**src/rtl/mem_port_arbiter_pkg.sv**
```systemverilog
// Shared encodings for the unified memory port: access sizes and requester ownership.
// Latency: none (types, constants and a pure helper function only).
// Backpressure: not applicable.
package mem_port_arbiter_pkg;

  localparam logic [1:0] SZ_BYTE = 2'b00;
  localparam logic [1:0] SZ_HALF = 2'b01;
  localparam logic [1:0] SZ_WORD = 2'b10;
  localparam logic [1:0] SZ_RSVD = 2'b11;

  typedef enum logic [1:0] {
    OWN_NONE = 2'd0,
    OWN_IF   = 2'd1,
    OWN_D    = 2'd2
  } owner_e;

  // Number of bytes touched by an access; the reserved code is sized as a word
  // so the range check stays meaningful, it is flagged as an error separately.
  function automatic logic [2:0] size_bytes(input logic [1:0] sz);
    case (sz)
      SZ_BYTE: size_bytes = 3'd1;
      SZ_HALF: size_bytes = 3'd2;
      default: size_bytes = 3'd4;
    endcase
  endfunction

endpackage

```
**src/rtl/mem_align_check.sv**
```systemverilog
// Flags a data access that is misaligned, uses the reserved size or leaves the memory window.
// Latency: purely combinational.
// Backpressure: none; the result is valid whenever addr_i/size_i are.
module mem_align_check
  import mem_port_arbiter_pkg::*;
#(
  parameter logic [31:0] START_ADDR = 32'h0100_0000,
  parameter logic [31:0] MEM_SIZE   = 32'd1048576
) (
  input  logic [31:0] addr_i,
  input  logic [1:0]  size_i,
  output logic        err_o
);

  // 33-bit bounds so an access at the very top of the address space cannot wrap
  localparam logic [32:0] LO_ADDR = {1'b0, START_ADDR};
  localparam logic [32:0] HI_ADDR = {1'b0, START_ADDR} + {1'b0, MEM_SIZE};

  logic [32:0] last_byte;
  logic        misaligned;
  logic        out_of_range;
  logic        bad_size;

  // Alignment, reserved-size and window checks on the first and last byte touched
  always_comb begin
    last_byte    = {1'b0, addr_i} + {30'd0, size_bytes(size_i)} - 33'd1;
    bad_size     = (size_i == SZ_RSVD);
    misaligned   = 1'b0;
    if (size_i == SZ_HALF) begin
      misaligned = addr_i[0];
    end else if (size_i == SZ_WORD) begin
      misaligned = |addr_i[1:0];
    end
    out_of_range = ({1'b0, addr_i} < LO_ADDR) || (last_byte >= HI_ADDR);
    err_o        = bad_size || misaligned || out_of_range;
  end

endmodule

```
**src/rtl/mem_port_arbiter.sv**
```systemverilog
// Shares one memory port between fetch and load/store; D wins unless its streak is exhausted.
// Latency: grant is combinational, rvalid/rdata/err are registered one cycle after the grant.
// Backpressure: requesters hold requests until gnt; responses cannot be stalled.
module mem_port_arbiter
  import mem_port_arbiter_pkg::*;
#(
  parameter int unsigned MAX_D_STREAK = 4,
  parameter logic [31:0] START_ADDR   = 32'h0100_0000,
  parameter logic [31:0] MEM_SIZE     = 32'd1048576
) (
  input  logic        clk,
  input  logic        reset_n,
  input  logic        if_req,
  input  logic [31:0] if_addr,
  output logic        if_gnt,
  output logic        if_rvalid,
  output logic [31:0] if_rdata,
  input  logic        d_req,
  input  logic        d_we,
  input  logic [31:0] d_addr,
  input  logic [31:0] d_wdata,
  input  logic [1:0]  d_size,
  input  logic        d_rdun,
  output logic        d_gnt,
  output logic        d_rvalid,
  output logic [31:0] d_rdata,
  output logic        d_err,
  output logic [31:0] mem_address,
  output logic [31:0] mem_data_in,
  output logic        mem_w_enable,
  output logic [1:0]  mem_access_size,
  output logic        mem_rdun,
  input  logic [31:0] mem_data_out
);

  localparam int unsigned         STREAK_W   = $clog2(MAX_D_STREAK + 1);
  localparam logic [STREAK_W-1:0] STREAK_MAX = STREAK_W'(MAX_D_STREAK);

  owner_e              owner;
  logic                d_err_c;
  logic [STREAK_W-1:0] streak_q, streak_d;
  logic                if_rvalid_q, d_rvalid_q, d_err_q;
  logic [31:0]         if_rdata_q, d_rdata_q;

  mem_align_check #(
    .START_ADDR (START_ADDR),
    .MEM_SIZE   (MEM_SIZE)
  ) u_align_check (
    .addr_i (d_addr),
    .size_i (d_size),
    .err_o  (d_err_c)
  );

  // Data-over-fetch priority; fetch wins once D has taken MAX_D_STREAK grants in a row
  always_comb begin
    owner = OWN_NONE;
    if (d_req && !(if_req && (streak_q == STREAK_MAX))) begin
      owner = OWN_D;
    end else if (if_req) begin
      owner = OWN_IF;
    end
  end

  // Streak counts D grants only while fetch is waiting, saturating at the limit
  always_comb begin
    streak_d = streak_q;
    if (!if_req || (owner == OWN_IF)) begin
      streak_d = '0;
    end else if ((owner == OWN_D) && (streak_q != STREAK_MAX)) begin
      streak_d = streak_q + 1'b1;
    end
  end

  assign if_gnt = (owner == OWN_IF);
  assign d_gnt  = (owner == OWN_D);

  // Memory port mux; idle cycles park on the fetch address with writes disabled
  always_comb begin
    mem_address     = if_addr;
    mem_data_in     = '0;
    mem_w_enable    = 1'b0;
    mem_access_size = SZ_WORD;
    mem_rdun        = 1'b0;
    if (owner == OWN_D) begin
      mem_address     = d_addr;
      mem_data_in     = d_wdata;
      mem_w_enable    = reset_n && d_we && !d_err_c;
      mem_access_size = d_size;
      mem_rdun        = d_rdun;
    end else if (owner == OWN_IF) begin
      mem_rdun        = 1'b1;
    end
  end

  // Streak and per-requester response registers; rdata holds until its owner's next capture
  always_ff @(posedge clk or negedge reset_n) begin
    if (!reset_n) begin
      streak_q    <= '0;
      if_rvalid_q <= 1'b0;
      d_rvalid_q  <= 1'b0;
      d_err_q     <= 1'b0;
      if_rdata_q  <= '0;
      d_rdata_q   <= '0;
    end else begin
      streak_q    <= streak_d;
      if_rvalid_q <= (owner == OWN_IF);
      d_rvalid_q  <= (owner == OWN_D);
      d_err_q     <= (owner == OWN_D) && d_err_c;
      if (owner == OWN_IF) begin
        if_rdata_q <= mem_data_out;
      end
      if (owner == OWN_D) begin
        d_rdata_q <= (d_err_c || d_we) ? 32'd0 : mem_data_out;
      end
    end
  end

  assign if_rvalid = if_rvalid_q;
  assign if_rdata  = if_rdata_q;
  assign d_rvalid  = d_rvalid_q;
  assign d_rdata   = d_rdata_q;
  assign d_err     = d_err_q;

endmodule

```
**config.mk**
```make
export PLATFORM = sky130hd
export DESIGN_NAME = mem_port_arbiter
export DESIGN_NICKNAME = d
export VERILOG_FILES = /design/src/rtl/mem_port_arbiter_pkg.sv /design/src/rtl/mem_align_check.sv /design/src/rtl/mem_port_arbiter.sv
export SDC_FILE = /design/constraint.sdc
export NUM_CORES = 1
export LEC_CHECK = 0
export CAP_MARGIN = 15
export CORE_ASPECT_RATIO = 1.2
export CORE_MARGIN = 2
export CORE_UTILIZATION = 30
export DETAILED_ROUTE_END_ITERATION = 7
export PLACE_DENSITY = 0.7
export SLEW_MARGIN = 30
export SYNTH_ARGS = -nofsm -noshare
export SYNTH_HDL_FRONTEND = slang
export SYNTH_SLANG_ARGS = --single-unit
export TNS_END_PERCENT = 1
```
**constraint.sdc**
```tcl
create_clock -name clk -period 6.83 [get_ports clk]
set_input_delay 1.366 -clock clk [delete_from_list [all_inputs] [get_ports clk]]
set_output_delay 1.366 -clock clk [all_outputs]
set_load 0.01 [all_outputs]
```
### Word-level counts from Yosys, hierarchy flattened

Index checks and enable logic that the tools add are counted.

* register bits: 70
* logic and storage cells: 49
* output and inout port bits: 137
* bits of input ports: 136

* reductions and logical operators: 17
* multiplexer cells: 14
* magnitude comparators: 2
* eq/ne operators: 7
* $add $sub $neg: 3

Operators with widths (count)
* two-way mux 32 bit: 3
* adder 32 x 3 -> 33 bit: 1
* >= comparator 33 x 25 -> 1 bit (second input constant): 1
* subtractor 33 x 1 -> 33 bit (second input constant): 1
* less-than comparator 32 x 25 -> 1 bit (second input constant): 1
* equality test 2 bit (second input constant): 3
* logical AND 1 bit: 6
* two-way mux 1 bit: 6
* two-way mux 3 bit: 2
* case mux 3 bit (2 select lines): 1
* logical OR 1 bit: 5
* equality test 2 x 1 -> 1 bit (second input constant): 2
* two-way mux 2 bit: 2
* adder 3 x 1 -> 3 bit (second input constant): 1
* equality test 3 bit (second input constant): 1
* zero test 1 bit: 3
* inequality test 3 bit (second input constant): 1
* zero test 2 bit: 1
* nonzero test 2 bit: 1
* OR reduction 2 bit: 1

### Logic depth before layout (Yosys ltp)

* word-level depth: 10
* gate-level depth with buffers: 17

### By module

Synthesis repeated with hierarchy kept, for this count alone.

* cell total of the unflattened synthesis: 528
* area, all modules: 5410.2 sq um

Modules (own cells, without submodules)
* mem_port_arbiter: instances 1, area each 3527.1 sq um, cells an instance 243, sequential area each 1751.7 sq um
* mem_align_check: instances 1, area each 1883.1 sq um, cells an instance 285, sequential area each 0.0 sq um

### Worst setup path after synthesis

No wires, ideal clock.

* path type: input-to-output
* start: in d_size[0]
* end: out mem_w_enable
* arrival: 4383 ps
* path slack: 1081 ps
* path buffers: 1
* cell stages on the path: 15
* cell sequence: or2_2 ha_1 inv_1 ha_1 inv_1 fa_1 nand2b_1 a21oi_1 o2111ai_2 a2111oi_0 nor3_1 a221oi_1 nand4_4 buf_6 nor3_1

* longest elaborated chain between the ends: 10
* elaborated cells on any way between the ends: 16
* classes of those cells: add/sub: 2; order compare: 1; eq/ne: 3; mux: 4; reduce/logical: 6

RTL lines
* from (decl): line mem_port_arbiter.sv:22 `input logic [1:0] d_size,`
* equality test 2 x 1 -> 1 bit / zero test 2 bit (equally long branches): line mem_port_arbiter_pkg.sv:20, mem_align_check.sv:29
* case mux 3 bit (2 select lines): line mem_port_arbiter_pkg.sv:20 `case (sz)`
* adder 32 x 3 -> 33 bit: line mem_align_check.sv:26 `last_byte = {1'b0, addr_i} + {30'd0, size_bytes(size_i)} - 33'd1;`
* subtractor 33 x 1 -> 33 bit: line mem_align_check.sv:26
* >= comparator 33 x 25 -> 1 bit: line mem_align_check.sv:34 `out_of_range = ({1'b0, addr_i} < LO_ADDR) || (last_byte >= HI_ADDR);`
* logical OR 1 bit: line mem_align_check.sv:34
* logical OR 1 bit (*): line mem_align_check.sv:35 `err_o = bad_size || misaligned || out_of_range;`
* zero test 1 bit (*): line mem_port_arbiter.sv:87 `mem_w_enable = reset_n && d_we && !d_err_c;`
* logical AND 1 bit (*): line mem_port_arbiter.sv:87
* two-way mux 1 bit (*): line mem_port_arbiter.sv:84 `if (owner == OWN_D) begin`
* to (decl): line mem_port_arbiter.sv:30 `output logic mem_w_enable,`

Mark *: on every way between the ends. The rest lies on a longest branch, timed or not.

### Final worst setup path

Ends and elaborated chain as after synthesis.

==> metrics.md <==
| Metric | Value |
|---|---|
| Status | `completed` |
| Hold-fix buffers at CTS | `0` |
| Setup crit start kind | `input pin` |
| Setup TNS | `0 ns` |
| Max cap viols | `0` |
| Met3 wire len | `~1400 um` |
| Filler cell count | `1,697` |
| Syn avg cell area | `8.80 um2` |
| WP buf/inv | `4` |
| Die area | `19,200 um2` |
| Post-CTS Setup Bufs | `0` |
| Yosys warns | `0` |
| CP arrival | `4.88 ns` |
| TritonCTS clock tree | `built` |
| # rows | `53` |
| #FFs+latches synth | `70` |
| EDFF count, synth | `0` |
| Ports | `273` |
| Clock latency on the worst-skew pair | `around 0.33 ns` |
| Die Height | `151 um` |
| Most frequent cells in the layout | `270 x clkdlybuf4s50_1, 95 x nand2_1, 70 x dfrtp_1, 51 x o21ai_0, 48 x inv_1` |
| Vias | `5,504` |
| Routed wire length | `18,100 um` |
| Final Hold Fails | `0` |
| Initial Utilization | `0.307` |
| Post-layout net count | `roughly 1,100` |
| # diodes | `0` |
| Slew margin rel. | `0.560` |
| GRT Util Overall | `0.182` |
| Worst path cell trace | `clkdlybuf4s50_1 > or2_2 > ha_1 > inv_1 > ha_1 > inv_1 > fa_1 > nand2b_1 > a21oi_1 > o2111ai_2 > o21ai_1 > a221oi_2 > o41a_1 > xnor2_1 > nand4_4 > nor3_1 > dlymetal6s2s_1` |
| Final Util | `0.493` |
| Final antenna-violating net count | `0` |
| Largest net degree at the start of global routing | `75` |
| Area leader, netlist | `dfrtp_1` |
| DP Worst Slack | `0.121 ns` |
| Reg area | `1750 um2` |
| CP max FO | `4` |
| Uppermost layer routed | `met4` |
| Critical Path RT | `5.46 ns` |
| Peak Freq | `160 MHz` |
| Clk sinks | `70` |
| Syn Inst Count | `616` |
| H-tree depth | `3` |
| Count of cell types in the netlist | `60` |
| Area of the multi-input gates | `3370 um2` |
| Pre-antenna DRT Iters | `4` |
| Final worst slack | `0.582 ns` |
| Fraction of registers with async set/reset | `1.00` |
| Gpl congestion | `between 0.9 and 1` |
| CTS Buf Count | `9` |
| Initial antenna violation count | `0` |
| Final Critical Period | `between 6 and 7 ns` |
| Fraction of the yosys area taken by sequential cells | `0.323` |
| PD cells | `~170 nW/um2` |
| Area growth from synthesis to layout | `60.5%` |
| Slew Viols, Final | `0` |
| Crit path max-delay family | `compound AO/OA/AOI/OAI gates` |
| Ys flop type | `dfrtp_1` |
| Syn Nets | `794` |
| Leakage | `roughly 0.0037 uW` |
| Worst setup EP type | `primary output` |
| Vias in the first global route | `5,520` |
| Kind of critical path | `input pin to primary output` |
| Dpl hpwl | `13,900 um` |
| Worst hold path type | `flip-flop to flip-flop` |
| Commonest non-fill, non-tap cell in the layout | `clkdlybuf4s50_1` |
| Slew @ Worst Pin | `0.661 ns` |
| CTS Root Cell | `clkbuf_16` |
| Synth Cell Area | `about 5400 um2` |
| Clock slew at reported path FFs | `0.06 ns` |
| IO buf count | `about 270` |
| First-pass GRT wire length | `about 28,000 um` |
| VDD IR-drop max | `162 uV` |
| Period utilisation layout | `0.915` |
| Initial DRC Count | `195` |
| Crit-path slowest cell | `clkdlybuf4s50_1` |
| M1 wire length | `between 7000 and 8000 um` |
| Worst clock skew | `0.00768 ns` |
| DR DRC count | `0` |
| Layout cells sized above 1 | `0.117` |
| Grt total ovfl | `0` |
| Slowest stage delay, CP | `~0.46 ns` |
| CTS Buffer Depth | `2` |
| Dominant cells by area after synthesis | `dfrtp_1 32%, ha_1 9.5%, mux2_2 6.6%, nand2_1 6.6%, o31ai_2 6.2%` |
| Met2 Routed Length | `between 9000 and 10,000 um` |
| Final setup vio count | `0` |
| Avg Vias per Cell | `5.00` |
| RSZ-0062 raised after global routing | `false` |
| Synth top area share | `0.323` |
| Die X | `approximately 130 um` |
| Core area | `17,600 um2` |
| Routed WL per cell | `16.4 um` |
| CTS resizes | `0` |
## synth_stat cells (all sizes together) (7+ instances only)
| master | count |
|---|---|
| o31ai | 32 |
| xnor2 | 8 |
| nand2 | 97 |
| o21ai | 56 |
| mux2 | 32 |
| nand3b | 32 |
| buf | 7 |
| a21oi | 30 |
| and3 | 35 |
| inv | 49 |
| dfrtp | 70 |
| nand4 | 8 |
| ha | 41 |
| clkbuf | 26 |
| o211ai | 7 |
| nor2 | 21 |
## sequential cells by signal (all words and copies together) (netlist names)
name and cells:
d_err 1, d_rdata 32, d_rvalid 1, if_rdata 32
if_rvalid 1, streak_q 3
## power by group
group,total (uW),switching (uW),internal [uW]
combinational,501,235,265
sequential,460,15.1,445
clock,510,187,323
## path summary, 6_finish.rpt
kind	depth (start not counted)	end	from	slack, ns
worst max-delay path	17	mem_w_enable	d_size[0]	0.58
worst min-delay path	1	streak_q[0]	streak_q[0]	0.47
worst max register to register	8	if_rdata[25]	streak_q[0]	4.26
worst min register to register	1	streak_q[0]	streak_q[0]	0.47
max in group asynchronous	2	d_rvalid	reset_n	5.22
min in group asynchronous	2	if_rdata[16]	reset_n	1.18
## layout make-up
| cell class | count | share of cell area |
|---|---|---|
| Tap cell | 220 | 0.0316 |
| Sequential cell | 70 | 0.201 |
| Multi-Input combinational cell | 464 | 0.387 |
| Inverter | 49 | 0.0211 |
| Clock inverter | 6 | 0.0108 |
| Timing Repair Buffer | 282 | 0.322 |
| Clock buffer | 10 | 0.0263 |
## per-stage QoR
| stage | area [um2] | hold WS (ns) | std cells | power (uW) |
|---|---|---|---|---|
| 4_1_cts | 8680 | 0.474 | 1101 | 1480 |
| 6_report | 8700 | 0.465 | 1101 | 1470 |
| 3_3_place_gp | 8350 | 0.450 | 1085 | 962 |
| 2_1_floorplan | 5420 | 0.429 | 616 | 706 |
| 3_5_place_dp | 8350 | 0.467 | 1085 | 964 |
| 5_1_grt | 8700 | 0.490 | 1101 | 1550 |
## routing by layer
metal  GRT usage  vias to the layer above
met1       0.204                     2528
li1            -                     2719
met2       0.341                      229
met5           0                        -
met4      0.0505                        0
met3      0.0445                       28
## worst reg2reg max path: stages, from the launching register on
cell and delay [ns]:
dfrtp_1 0.40, inv_1 0.06, ha_1 0.14, nand3_1 0.06, buf_4 0.23, nand2_4 0.52
and2_1 0.22, buf_4 0.40, mux2_2 0.42
## kinds of logic (layout without fill, tap and decap cells)
group / Yosys count / in the layout / share of synthesized area
flops: 70 / 70 / 0.323
buf+inv: 82 / 347 / 0.0616
simple gates: 220 / 220 / 0.214
xor+xnor: 11 / 11 / 0.0178
mux: 32 / 32 / 0.0665
fa+ha+maj: 42 / 42 / 0.0983
compound gates: 159 / 159 / 0.218
(Power assumes the default switching activity.)
